===== src/rtl/histogram_readout_ctrl.sv =====
// Readout scheduler for the histogram chain: arbitrates histogram/frame dumps, sweeps the
// selected memory, captures fixed-latency read data into an output FIFO and tracks bin stats.
module histogram_readout_ctrl #(
    parameter int unsigned DATA_SIZE   = 4,
    parameter int unsigned DATA_NUM    = 16,
    parameter int unsigned LENGTH      = 64,
    parameter int unsigned LENGTH_SIZE = 6,
    parameter int unsigned RD_LAT      = 2,
    parameter int unsigned OFIFO_DEPTH = 4
) (
    input  logic                             clk,
    input  logic                             rst,
    input  logic                             his_req,
    input  logic                             frm_req,
    input  logic                             his_busy,
    output logic                             HisMemRD,
    output logic [DATA_SIZE-1:0]             HisMemRDAdd,
    input  logic [LENGTH_SIZE-1:0]           HisMemRDData,
    output logic                             FremMemRD,
    output logic [LENGTH_SIZE-3:0]           FremMemRDAdd,
    input  logic [DATA_SIZE-1:0]             FremMemRDData,
    output logic                             out_valid,
    input  logic                             out_ready,
    output logic [LENGTH_SIZE-1:0]           out_data,
    output logic                             out_last,
    output logic                             out_src,
    output logic                             busy,
    output logic                             his_done,
    output logic                             frm_done,
    output logic [LENGTH_SIZE-1:0]           max_val,
    output logic [DATA_SIZE-1:0]             max_idx,
    output logic [LENGTH_SIZE+DATA_SIZE-1:0] bin_sum
);

    localparam int unsigned AW = (DATA_SIZE > LENGTH_SIZE - 2) ? DATA_SIZE : LENGTH_SIZE - 2;
    localparam int unsigned PW = (OFIFO_DEPTH > 1) ? $clog2(OFIFO_DEPTH) : 1;
    localparam int unsigned CW = PW + 1;
    localparam int unsigned SW = LENGTH_SIZE + DATA_SIZE;
    localparam logic [AW-1:0] HIS_END = AW'(DATA_NUM - 1);
    localparam logic [AW-1:0] FRM_END = AW'(LENGTH / 4 - 1);

    typedef enum logic [2:0] {S_IDLE, S_HIS_RD, S_FRM_RD, S_DRAIN, S_DONE} state_t;

    state_t                 state, state_nxt;
    logic                   last_grant, last_grant_nxt;   // 1 = frame was granted last
    logic                   dump_src;
    logic [AW-1:0]          addr, addr_nxt;
    logic                   his_grant, frm_grant, his_rd, frm_rd, strobe_last, room;
    logic [RD_LAT-1:0]      pipe_v, pipe_last, pipe_src;
    logic [LENGTH_SIZE-1:0] fifo_data [OFIFO_DEPTH];
    logic                   fifo_last [OFIFO_DEPTH];
    logic                   fifo_src  [OFIFO_DEPTH];
    logic [PW-1:0]          wr_ptr, rd_ptr;
    logic [CW-1:0]          fifo_count;
    logic                   push, pop;
    logic [LENGTH_SIZE-1:0] cap_data;
    logic [DATA_SIZE-1:0]   cap_idx;

    // Issue only while every outstanding read is guaranteed a FIFO slot.
    assign room = (32'(fifo_count) + 32'($countones(pipe_v))) < 32'(OFIFO_DEPTH);

    assign HisMemRD     = his_rd;
    assign FremMemRD    = frm_rd;
    assign HisMemRDAdd  = addr[DATA_SIZE-1:0];
    assign FremMemRDAdd = addr[LENGTH_SIZE-3:0];

    assign push      = pipe_v[RD_LAT-1];
    assign cap_data  = pipe_src[RD_LAT-1] ? LENGTH_SIZE'(FremMemRDData) : HisMemRDData;
    assign out_valid = (fifo_count != '0);
    assign out_data  = fifo_data[rd_ptr];
    assign out_last  = fifo_last[rd_ptr];
    assign out_src   = fifo_src[rd_ptr];
    assign pop       = out_valid && out_ready;

    always_comb begin
        state_nxt      = state;
        addr_nxt       = addr;
        last_grant_nxt = last_grant;
        his_grant      = 1'b0;
        frm_grant      = 1'b0;
        his_rd         = 1'b0;
        frm_rd         = 1'b0;
        strobe_last    = 1'b0;
        case (state)
            S_IDLE: begin
                if (his_req && (!frm_req || last_grant)) begin
                    his_grant      = 1'b1;
                    last_grant_nxt = 1'b0;
                    addr_nxt       = '0;
                    state_nxt      = S_HIS_RD;
                end else if (frm_req) begin
                    frm_grant      = 1'b1;
                    last_grant_nxt = 1'b1;
                    addr_nxt       = '0;
                    state_nxt      = S_FRM_RD;
                end
            end
            S_HIS_RD: begin
                if (room && !his_busy) begin
                    his_rd = 1'b1;
                    if (addr == HIS_END) begin
                        strobe_last = 1'b1;
                        state_nxt   = S_DRAIN;
                    end else begin
                        addr_nxt = addr + AW'(1);
                    end
                end
            end
            S_FRM_RD: begin
                if (room) begin
                    frm_rd = 1'b1;
                    if (addr == FRM_END) begin
                        strobe_last = 1'b1;
                        state_nxt   = S_DRAIN;
                    end else begin
                        addr_nxt = addr + AW'(1);
                    end
                end
            end
            S_DRAIN:  if (pop && out_last) state_nxt = S_DONE;
            S_DONE:   state_nxt = S_IDLE;
            default:  state_nxt = S_IDLE;
        endcase
    end

    always_ff @(posedge clk or posedge rst) begin
        if (rst) begin
            state      <= S_IDLE;
            last_grant <= 1'b1;
            dump_src   <= 1'b0;
            addr       <= '0;
            busy       <= 1'b0;
            his_done   <= 1'b0;
            frm_done   <= 1'b0;
        end else begin
            state      <= state_nxt;
            last_grant <= last_grant_nxt;
            addr       <= addr_nxt;
            if (his_grant) dump_src <= 1'b0;
            if (frm_grant) dump_src <= 1'b1;
            busy       <= (state_nxt != S_IDLE);
            his_done   <= (state_nxt == S_DONE) && !dump_src;
            frm_done   <= (state_nxt == S_DONE) && dump_src;
        end
    end

    // Tag pipe aligns each strobe with the cycle its read data is valid.
    always_ff @(posedge clk or posedge rst) begin
        if (rst) begin
            pipe_v    <= '0;
            pipe_last <= '0;
            pipe_src  <= '0;
        end else begin
            pipe_v[0]    <= his_rd || frm_rd;
            pipe_last[0] <= strobe_last;
            pipe_src[0]  <= frm_rd;
            for (int i = 1; i < int'(RD_LAT); i++) begin
                pipe_v[i]    <= pipe_v[i-1];
                pipe_last[i] <= pipe_last[i-1];
                pipe_src[i]  <= pipe_src[i-1];
            end
        end
    end

    always_ff @(posedge clk or posedge rst) begin
        if (rst) begin
            wr_ptr     <= '0;
            rd_ptr     <= '0;
            fifo_count <= '0;
            for (int i = 0; i < int'(OFIFO_DEPTH); i++) begin
                fifo_data[i] <= '0;
                fifo_last[i] <= 1'b0;
                fifo_src[i]  <= 1'b0;
            end
        end else begin
            if (push) begin
                fifo_data[wr_ptr] <= cap_data;
                fifo_last[wr_ptr] <= pipe_last[RD_LAT-1];
                fifo_src[wr_ptr]  <= pipe_src[RD_LAT-1];
                wr_ptr            <= wr_ptr + PW'(1);
            end
            if (pop) rd_ptr <= rd_ptr + PW'(1);
            fifo_count <= fifo_count + CW'(push) - CW'(pop);
        end
    end

    // Ties keep the earliest index because only a strictly larger bin replaces the max.
    always_ff @(posedge clk or posedge rst) begin
        if (rst) begin
            max_val <= '0;
            max_idx <= '0;
            bin_sum <= '0;
            cap_idx <= '0;
        end else if (his_grant) begin
            max_val <= '0;
            max_idx <= '0;
            bin_sum <= '0;
            cap_idx <= '0;
        end else if (push && !pipe_src[RD_LAT-1]) begin
            if (HisMemRDData > max_val) begin
                max_val <= HisMemRDData;
                max_idx <= cap_idx;
            end
            bin_sum <= bin_sum + SW'(HisMemRDData);
            cap_idx <= cap_idx + DATA_SIZE'(1);
        end
    end

endmodule


===== config.mk =====
export PLATFORM = sky130hd
export DESIGN_NAME = histogram_readout_ctrl
export DESIGN_NICKNAME = d
export VERILOG_FILES = /design/src/rtl/histogram_readout_ctrl.sv
export SDC_FILE = /design/constraint.sdc
export NUM_CORES = 1
export LEC_CHECK = 0
export ABC_AREA = 1
export CAP_MARGIN = 25
export CORE_MARGIN = 2
export CORE_UTILIZATION = 57
export DETAILED_ROUTE_END_ITERATION = 10
export DONT_BUFFER_PORTS = 1
export GPL_ROUTABILITY_DRIVEN = 0
export PLACE_DENSITY = 0.72
export SETUP_SLACK_MARGIN = 0.2
export SLEW_MARGIN = 20
export SYNTH_ARGS = -nofsm -noshare
export SYNTH_HDL_FRONTEND = slang
export SYNTH_SLANG_ARGS = --single-unit

===== constraint.sdc =====
create_clock -name clk -period 2.45 [get_ports clk]
set_input_delay 0.49 -clock clk [delete_from_list [all_inputs] [get_ports clk]]
set_output_delay 0.49 -clock clk [all_outputs]
set_load 0.05 [all_outputs]

==> results.json <==
{
  "yosys.area.top_type": "dfrtp_1",
  "cp.required_ns": 1.96,
  "die_w_um": 91.3,
  "final_nets": 588,
  "max-cap-violations": 0,
  "yosysSeqAreaShare": 0.467,
  "floorplan.rows": 31,
  "fin_skew_ns": 0.00966,
  "cts.clk_slew.worst_paths_ns": 0.08,
  "cts_tree": "built",
  "die_y_um": 91.3,
  "finalSetupViolCount": 0,
  "final_cells": 652,
  "cts_inserted_buffers": 9,
  "synth_edf_count": 0,
  "htreeDepth": 3,
  "io_buffers": 0,
  "start_util": 0.593,
  "num-fill-cells": 621,
  "worstSetupPathType": "flip-flop to output port",
  "track_usage": 0.238,
  "cp_max_fo": 3,
  "syn_to_final_growth_pct": 11.0,
  "p_leak_nw": 2.48,
  "ant_nets": 0,
  "setup_ws_ns": 0.198,
  "slew_headroom": 0.591,
  "antenna_found_initial": 0,
  "synth-seq-cells": 81,
  "critPathTopFamily": "simple AND/OR/NAND/NOR gates",
  "fin_setup_tns_ns": 0,
  "vias": 3486,
  "fin_hold_ws_ns": 0.296,
  "yosys.area.top_type_share": 0.461,
  "finalHoldViolations": 0,
  "fmax_mhz": 444,
  "wire_per_inst_um": 14.3,
  "critPathMaxStageDelay_ns": 0.39,
  "end_kind": "output port",
  "synth-main-ff-cell": "dfrtp_1",
  "hold_path_class": "primary input to flip-flop",
  "rsz0062_at_grt": "yes",
  "ys_top_cells_by_count": "nand2_1, dfrtp_1, inv_1",
  "critPathArrivalTime_ns": 1.76,
  "final_util": 0.658,
  "preCtsSetupSlack_ns": 0.470,
  "final_area_um2": 4820,
  "synth_area_um2": 4350,
  "hpwl_mm": 6.88,
  "path_common_cell": "nand2_2",
  "grt_max_degree": 34,
  "first_iter_violations": 201,
  "wl_mm": 9.33,
  "power_mw": 6.98,
  "cp_slowest_cell": "dfrtp_1",
  "grt_pass1_vias": 3357,
  "core_area_um2": 7330,
  "die-area_um2": 8340,
  "worst_pin_slew_ns": 0.614,
  "peakVddDrop_uv": 791,
  "dpl_cell_area_um2": 4560,
  "viasPerCell": 5.35,
  "synth_warnings": 0,
  "synth_area_leaders": "dfrtp_1, nand2_1, ha_1, inv_1, nor2_1",
  "grt_first_pass_wirelength_mm": 16.1,
  "final.min_clock_period_ns": 2.25,
  "slew_viol_final": 0,
  "clock_latency_ns": 0.34,
  "clock_sinks": 81,
  "cp-start-kind": "flip-flop",
  "dp_cells": 633,
  "synth_fp_nets": 563,
  "period_share": 0.919,
  "clock-root-buffer": "clkbuf_8",
  "power.density_nw_per_um2": 1450,
  "syn_avg_cell_area_um2": 8.31,
  "post-synth-top-count-cell": "nand2_1",
  "path_buf_inv": 1,
  "async_flop_share": 1.00,
  "drive_above_1_share": 0.146,
  "io_pins": 58,
  "drtPass1Iterations": 4,
  "remaining_drc_errors": 0,
  "clockBufferDepth": 2,
  "syn_inst": 523,
  "crit_path_cell_trace": "ha_1, nand2_2, nand2_2, nand2_2, nand2_2, nand4_1, clkinvlp_4",
  "n_antenna_cell": 0,
  "ys_types": 35,
  "gr-total-overflow": 0,
  "status": "completed"
}
-- power by group --
part,internal [mW],leakage (nW),total [mW],switching [mW]
clock,0.604,0.109,1.11,0.501
sequential,1.85,1.02,2.58,0.726
combinational,1.04,1.35,3.30,2.26
-- flip-flops by register name, summed over array words and instances, names as in the netlist, 2 cells and up --
register,flops
max_idx,4
pipe_src,2
fifo_count,3
max_val,6
state,3
pipe_last,2
pipe_v,2
fifo_data,24
cap_idx,4
FremMemRDAdd,4
bin_sum,10
fifo_src,4
wr_ptr,2
rd_ptr,2
fifo_last,4
-- cell type report --
cell class,instances,area [um^2],share of cell area
clock inverter,6,88.8,0.0184
tap,99,124,0.0257
timing repair buffer,28,229,0.0475
multi-input combinational,357,1930,0.401
inverter,71,282,0.0584
sequential,81,2030,0.421
clock buffer,10,138,0.0285
-- worst paths after layout --
kind	start	end	slack (ns)	depth (start not counted)
setup / recovery	fifo_count[0]	FremMemRD	0.20	7
hold / removal	HisMemRDData[0]	max_val[0]	0.30	2
setup reg to reg	fifo_count[0]	fifo_count[2]	0.39	11
hold reg to reg	pipe_last[0]	pipe_last[1]	0.36	0
max in group asynchronous	rst	fifo_data[8]	1.26	3
min in group asynchronous	rst	pipe_v[0]	0.61	2
-- cells in the final DEF, fill, tap and decap left out, drive strengths merged, types with 9 or more instances in the layout --
master  instances
a21oi          15
a31oi           9
buf            27
clkbuf         10
dfrtp          80
ha             22
inv            70
nand2         144
nand3          36
nor2           56
o21ai          42
-- repair_timing --
item / in CTS / in global routing
endpoints found under the setup margin: 8 / 2
endpoints found under the hold margin: 12 / 0
pin swaps: 0 / 2
resized for setup: 2 / 2
buffers inserted: 0 / 2
hold buffers: 1 / 0
-- per-layer routing --
metal	wire length (um)	vias to the layer above	global-route usage
met4	61	0	0.0581
met2	4620	86	0.385
li1	-	1717	-
met3	634	6	0.0481
met1	4010	1677	0.334
met5	0	-	0
-- kinds of logic after synthesis --
group,synth area share
simple gates,0.248
buf+inv,0.0889
flops,0.467
compound gates,0.105
fa+ha+maj,0.0725
xor+xnor,0.0181
Power figures use the tool's default switching activity.
